File: src/rtl/hazard_unit.sv
// Hazard unit for the 5-stage MIPS pipeline: load-use, branch-operand and mul/div
// stall detection, E/D forwarding selects, taken-branch flush and a stall counter.

module hazardLane #(
   parameter int ADDR_W = 5
) (
   input  logic [ADDR_W-1:0] srcE,
   input  logic [ADDR_W-1:0] srcD,
   input  logic              useD,
   input  logic              branchD,
   input  logic [ADDR_W-1:0] dstE,
   input  logic [ADDR_W-1:0] dstM,
   input  logic              regwriteM,
   input  logic              memreadM,
   input  logic [ADDR_W-1:0] dstW,
   input  logic              regwriteW,
   output logic [1:0]        fwdE,
   output logic              fwdD,
   output logic              hitE,
   output logic              hitM
);
   logic fwdM, fwdW;

   // Register 0 is hardwired, so a zero destination never matches anything.
   assign fwdM = regwriteM && (dstM != '0) && (dstM == srcE);
   assign fwdW = regwriteW && (dstW != '0) && (dstW == srcE);
   assign fwdE = fwdM ? 2'b10 : (fwdW ? 2'b01 : 2'b00);

   assign fwdD = branchD && regwriteM && !memreadM && (dstM != '0) && (dstM == srcD);

   assign hitE = useD && (dstE != '0) && (dstE == srcD);
   assign hitM = useD && (dstM != '0) && (dstM == srcD);
endmodule

module hazard_unit #(
   parameter int ADDR_W   = 5,
   parameter int LOAD_LAT = 1,
   parameter int MD_LAT   = 4,
   parameter int CNT_W    = 16
) (
   input  logic              clk,
   input  logic              rst,
   input  logic [ADDR_W-1:0] rs_d,
   input  logic [ADDR_W-1:0] rt_d,
   input  logic              use_rs_d,
   input  logic              use_rt_d,
   input  logic              branch_d,
   input  logic              taken_d,
   input  logic              md_use_d,
   input  logic [ADDR_W-1:0] rs_e,
   input  logic [ADDR_W-1:0] rt_e,
   input  logic [ADDR_W-1:0] dst_e,
   input  logic              regwrite_e,
   input  logic              memread_e,
   input  logic              md_start_e,
   input  logic [ADDR_W-1:0] dst_m,
   input  logic              regwrite_m,
   input  logic              memread_m,
   input  logic [ADDR_W-1:0] dst_w,
   input  logic              regwrite_w,
   input  logic              cnt_clr,
   output logic              stall_f,
   output logic              stall_d,
   output logic              flush_d,
   output logic              flush_e,
   output logic [1:0]        fwd_a_e,
   output logic [1:0]        fwd_b_e,
   output logic              fwd_a_d,
   output logic              fwd_b_d,
   output logic              md_busy,
   output logic [CNT_W-1:0]  stall_cnt
);
   localparam int NUM_SRC = 2;
   localparam int LD_W    = (LOAD_LAT > 1) ? $clog2(LOAD_LAT) : 1;
   localparam int MD_W    = $clog2(MD_LAT + 1);
   localparam logic [LD_W-1:0] LD_INIT = LD_W'(LOAD_LAT - 1);
   localparam logic [MD_W-1:0] MD_INIT = MD_W'(MD_LAT);

   logic [NUM_SRC-1:0][ADDR_W-1:0] srcE, srcD;
   logic [NUM_SRC-1:0][1:0]        fwdE;
   logic [NUM_SRC-1:0]             useD, fwdD, hitE, hitM;
   logic [LD_W-1:0]                ldCnt;
   logic [MD_W-1:0]                mdCnt;
   logic                           lu, brE, brM, md, hz;

   // Lane 0 is the rs/A operand, lane 1 the rt/B operand.
   assign srcE = {rt_e, rs_e};
   assign srcD = {rt_d, rs_d};
   assign useD = {use_rt_d, use_rs_d};

   generate
      for (genvar i = 0; i < NUM_SRC; i++) begin : gLane
         hazardLane #(.ADDR_W(ADDR_W)) uLane (
            .srcE      (srcE[i]),
            .srcD      (srcD[i]),
            .useD      (useD[i]),
            .branchD   (branch_d),
            .dstE      (dst_e),
            .dstM      (dst_m),
            .regwriteM (regwrite_m),
            .memreadM  (memread_m),
            .dstW      (dst_w),
            .regwriteW (regwrite_w),
            .fwdE      (fwdE[i]),
            .fwdD      (fwdD[i]),
            .hitE      (hitE[i]),
            .hitM      (hitM[i])
         );
      end
   endgenerate

   assign fwd_a_e = fwdE[0];
   assign fwd_b_e = fwdE[1];
   assign fwd_a_d = fwdD[0];
   assign fwd_b_d = fwdD[1];

   assign lu  = memread_e && (|hitE);
   assign brE = branch_d && regwrite_e && !memread_e && (|hitE);
   assign brM = branch_d && memread_m && (|hitM);
   assign md  = md_use_d && (md_busy || md_start_e);
   assign hz  = lu || brE || brM || md || (ldCnt != '0);

   assign stall_f = hz;
   assign stall_d = hz;
   assign flush_e = hz;
   // A stalled branch is re-evaluated next cycle, so its flush waits until then.
   assign flush_d = taken_d && !hz;

   assign md_busy = (mdCnt != '0);

   // The detection cycle is the first bubble; ldCnt supplies the remaining ones.
   always_ff @(posedge clk or posedge rst) begin
      if (rst)                       ldCnt <= '0;
      else if (lu && ldCnt == '0)    ldCnt <= LD_INIT;
      else if (ldCnt != '0)          ldCnt <= ldCnt - LD_W'(1);
   end

   always_ff @(posedge clk or posedge rst) begin
      if (rst)                 mdCnt <= '0;
      else if (md_start_e)     mdCnt <= MD_INIT;
      else if (mdCnt != '0)    mdCnt <= mdCnt - MD_W'(1);
   end

   always_ff @(posedge clk or posedge rst) begin
      if (rst)                          stall_cnt <= '0;
      else if (cnt_clr)                 stall_cnt <= '0;
      else if (hz && stall_cnt != '1)   stall_cnt <= stall_cnt + CNT_W'(1);
   end
endmodule

File: config.mk
export PLATFORM = sky130hd
export DESIGN_NAME = hazard_unit
export DESIGN_NICKNAME = d
export VERILOG_FILES = /design/src/rtl/hazard_unit.sv
export SDC_FILE = /design/constraint.sdc
export NUM_CORES = 1
export LEC_CHECK = 0
export CAP_MARGIN = 10
export CORE_MARGIN = 2
export CORE_UTILIZATION = 45
export CTS_CLUSTER_DIAMETER = 30
export DETAILED_ROUTE_END_ITERATION = 12
export MAX_ROUTING_LAYER = met4
export PLACE_DENSITY = 0.94
export SLEW_MARGIN = 20
export SYNTH_ARGS = -nofsm -noshare
export SYNTH_HDL_FRONTEND = slang
export SYNTH_SLANG_ARGS = --single-unit
File: constraint.sdc
create_clock -name clk -period 3.7 [get_ports clk]
set_input_delay 0.555 -clock clk [delete_from_list [all_inputs] [get_ports clk]]
set_output_delay 0.555 -clock clk [all_outputs]
set_load 0.01 [all_outputs]
# == Word-level counts from Yosys, hierarchy flattened ==
# Cells that the tools add are included.
# op_classes
n_reduce_logical,45
bitwise,1
add_sub_neg,3
eq_ne,9
muxes,10
# op_table
op,n
$eq 5x5->1,8
$mux 16,2
$logic_and 1x1->1,29
$add 16x1->16 const B,1
$ne 16x16->1 const B,1
$reduce_bool 5->1,3
$mux 3,2
$logic_or 1x1->1,5
$mux 1,4
$mux 2,2
$reduce_bool 2->1,2
$reduce_or 2->1,2
$logic_not 1->1,3
$reduce_bool 3->1,1
$sub 3x1->3 const B,1
$not 1->1,1
$sub 1x1->1 const B,1
# totals
wordCells,71
regBits,20
inputBits,49
output_inout_bits,27

# == Longest topological paths before layout ==
# logic_depth
ltp_word,12
depth_mapped,9
ltp_nobuf,8

# == Modules after synthesis ==
# Synthesis repeated with hierarchy kept, for this count alone.
# unflattened
hier_cells,209
hier_area_um2,1779.2
# by_module_without_submodules
mod,n_inst,area_each_um2,cells_per_inst,seq_area_each_um2
hazard_unit,1,1186.1,129,475.5
hazardLane,2,296.5,40,0.0

# == Worst setup path after synthesis ==
# OpenSTA, ideal clock, no wires.
# synth_timing
path_kind,input-to-output
start,in dst_m[1]
end,out stall_d
n_path_buf,2
t_arrival_ns,1.708
cell_stages,7
required_time_ns,3.145
slack_ns,1.437
cell_sequence,buf_2 -> xor2_1 -> nor3_2 -> and3_1 -> o2111ai_2 -> nand2_1 -> buf_4
# synth_between
elab_chain_len,8
word_cells_on_any_way,12
cone_classes,eq/ne (2); reduce/logical (10)
# synth_rtl
item,line,source
from (decl),56,"input logic [ADDR_W-1:0] dst_m,"
$reduce_bool 5->1,32,assign hitM = useD && (dstM != '0) && (dstM == srcD);
$logic_and 1x1->1 (2 in series),32,
$reduce_or 2->1 *,119,assign brM = branch_d && memread_m && (|hitM);
$logic_and 1x1->1 *,119,
$logic_or 1x1->1 * (3 in series),121,assign hz = lu || brE || brM || md || (ldCnt != '0);
to (decl),63,"output logic stall_d,"
# Every way passes the cells marked *; elsewhere a longest branch is shown, timed or not.

# == Worst setup path after layout ==
# layout_timing
start,in dst_m[2]
end,out flush_d
# layout_between
elab_chain_len,10
word_cells_on_any_way,14
cone_classes,eq/ne (2); reduce/logical (12)
# layout_rtl
item,line,source
$reduce_bool 5->1,32,
$logic_and 1x1->1 (2 in series),32,
$reduce_or 2->1 *,119,
$logic_and 1x1->1 *,119,
$logic_or 1x1->1 * (3 in series),121,
$logic_not 1->1 *,127,assign flush_d = taken_d && !hz;
$logic_and 1x1->1 *,127,
to (decl),64,"output logic flush_d,"
# Marked as above.

==> results by group <==
Global route
  • Grt total ovfl: 0
  • Antenna violations before repair: 0
  • GRT Resource Usage Total: between 20% and 30%
  • First-pass GRT wire length: roughly 7500 um
  • Vias in the first global route: ~1700
  • Largest net degree at the start of global routing: 24

Timing
  • Final Hold Viols: 0
  • Clock skew: 0.00897 ns
  • Final worst setup slack: around 0.44 ns
  • Final setup viols: 0
  • Rel. slew slack: between 50% and 60%
  • Worst slew pin tran: ~0.74 ns
  • Setup tns final: 0 ns
  • Slew Viols, Final: 0
  • RSZ-0062 raised after global routing: no
  • Min Tclk post-route: between 3 and 4 ns
  • Final Cycle Share: around nine tenths
  • Max Freq: 0.307 GHz

Logic synthesis
  • Yosys cell types: 40
  • Post-synth top area cell: dfrtp_1
  • Mapped Cells: around 200
  • Ys flop type: dfrtp_1
  • Syn_nets: between 200 and 300
  • Yosys Warn Count: 0
  • Post-synth EDFFs: 0
  • Most frequent cells after synthesis: xor2_1 (32), dfrtp_1 (19), nor2_1 (15), xnor2_1 (11)
  • Dominant cells by area after synthesis: dfrtp_1 (28%), xor2_1 (16%), xnor2_1 (5.6%)
  • Mean Syn Cell Area: 8.72 um^2
  • Asr flop ratio synth: 100%
  • Synthesized area: around 1700 um^2
  • Sequential-to-total area share from yosys stat: about 28%
  • Synth Register Bits: 19
  • Top-count cell post-synth: xor2_1
  • Yosys top cell area share: 27.5%

Clock network
  • Post-CTS setup buffer count: 0
  • CTS Hold Bufs: 0
  • Cts bufs inserted: 3
  • Clk root buf: clkbuf_8
  • CTS-repair resized insts: 0
  • Clock slew at reported path FFs: 0.07 ns
  • CTS Sinks: 19
  • Total number of H-tree levels: 1
  • Worst-case clock buffer depth: 2
  • CTS tree: built
  • Skew-Pair Late Insertion Delay: 0.26 ns

Drt
  • Via total after detailed routing: 1698
  • Vias per cell: 5.44
  • DRC errors left: 0
  • Routed WL per cell: around 16 um
  • DRT iter0 DRCs: 47
  • Detailed Route WL: about 4900 um
  • Final ANT Viol Nets: 0
  • Detailed Routing Iterations Pass 1: 4

Placement
  • DP Area: about 2400 um^2
  • Dpl ws: ~0.43 ns
  • GPL Wtd Cong: 0.860
  • Hpwl dp: between 3000 and 4000 um
  • Port Buf Inserts: between 70 and 80

Power
  • Power Dens Cells: roughly 260 nW/um^2
  • VDD IR max: between 300 and 400 uV
  • Leak: 1.03 nW

Worst setup path
  • Worst EP required: ~3.1 ns
  • Flop-to-flop setup slack: 1.48 ns
  • CP Launch Type: input pin
  • Kind of end point of the critical path: primary output
  • Crit path DAT: approximately 2.7 ns
  • Kind of critical path: in2out
  • Crit-path max FO: 5

Finish
  • Final design utilization: between 60% and 70%
  • Layout Nets: 317
  • Layout Area Growth over Synthesis: 44.5%
  • # fillers: approximately 320
  • Fraction of layout cells with a size suffix above 1: between 4 and 5%
  • N_diodes: 0
  • Fin area: approximately 2500 um^2

Floorplan
  • Core box area: around 3700 um^2
  • Die width: around 66 um
  • Die outline area: around 4300 um^2
  • Starting density of the core: between 40% and 50%
  • I/O pins: 76
  • Core Rows: 22
  • Die height: approximately 66 um

Outcome
  • Outcome: finished clean

Worst hold path
  • Hold Path Class: reg2reg

Job
  • Max_cap viols: 0
worst max-delay path, cell delays in order:
cell	delay (ns)
clkdlybuf4s50_1	0.63
xor2_1	0.21
nor3_2	0.08
and3_1	0.19
o2111ai_2	0.27
and3_1	0.21
clkdlybuf4s50_1	0.54
kinds of logic (layout without fill, tap and decap cells):
family / count (synthesis) / count (layout) / share of synthesized area [%]
DFF: 19 / 19 / 27.5
adders and majority gates: 3 / 3 / 2.17
muxes: 7 / 7 / 4.49
AOI/OAI and AO/OA: 28 / 28 / 11.2
and+or+nand+nor: 80 / 80 / 26.5
xor gates and xnor gates: 43 / 43 / 21.8
buffers and inverters: 18 / 84 / 6.23
path summary, 6_finish.rpt:
check	start	endpoint	cells after the start
worst max-delay path	dst_m[2]	flush_d	7
worst min-delay path	mdCnt[2]	mdCnt[2]	1
worst max register to register	stall_cnt[4]	stall_cnt[6]	7
worst min register to register	mdCnt[2]	mdCnt[2]	1
max in group asynchronous	rst	stall_cnt[5]	2
min in group asynchronous	rst	stall_cnt[15]	2
sequential cells by signal, summed over array words and instances (netlist names):
name / count
mdCnt: 3
stall_cnt: 16
report_power, final:
group,internal [W],switching (W)
sequential,0.000226,0.0000151
combinational,0.000134,0.000122
clock,0.0000751,0.0000730
metrics by stage:
step	power (W)	std cells	hold slack (ns)
after CTS	0.000648	312	0.483
after floorplan	0.000390	198	0.443
after global routing	0.000680	312	0.495
after detailed placement	0.000502	308	0.469
final	0.000646	312	0.478
after global placement	0.000493	308	0.458
cell usage in the layout, fill, tap and decap left out, drive strengths merged, types with 2 or more instances in the layout:
| cell type | synthesis | routed |
|---|---|---|
| nor2b | 7 | 7 |
| nand2 | 9 | 9 |
| nor3 | 4 | 4 |
| dfrtp | 19 | 19 |
| nor2 | 15 | 15 |
| xnor2 | 11 | 11 |
| mux2 | 6 | 6 |
| xor2 | 32 | 32 |
| nand4 | 6 | 6 |
| inv | 5 | 5 |
| nand3 | 7 | 7 |
| nor4 | 6 | 6 |
| or3 | 4 | 4 |
| or4 | 5 | 5 |
| nor4b | 2 | 2 |
| and2 | 5 | 5 |
| ha | 3 | 3 |
| clkdlybuf4s50 | 0 | 75 |
| o21ai | 10 | 10 |
| a21oi | 9 | 9 |
| o31ai | 2 | 2 |
| clkbuf | 2 | 3 |
| and3 | 8 | 8 |
final cells by class:
type | instances | area [um^2] | share of cell area, %
Clock inverter | 1 | 5.00 | 0.201
Multi-Input combinational cell | 161 | 1140 | 45.8
Tap cell | 48 | 60.1 | 2.41
Inverter | 5 | 18.8 | 0.752
Sequential cell | 19 | 475 | 19.1
Clock buffer | 3 | 41.3 | 1.65
Timing Repair Buffer | 75 | 751 | 30.1
metal layers:
layer | vias to the layer above | track usage (%) | routed length, um
li1 | 825 | - | -
met1 | 810 | 24.2 | 1980
met2 | 57 | 42.3 | 2490
met3 | 6 | 3.75 | 356
met4 | 0 | 8.16 | 78
met5 | - | - | 0
No activity file was read; power rests on OpenSTA's default activity.
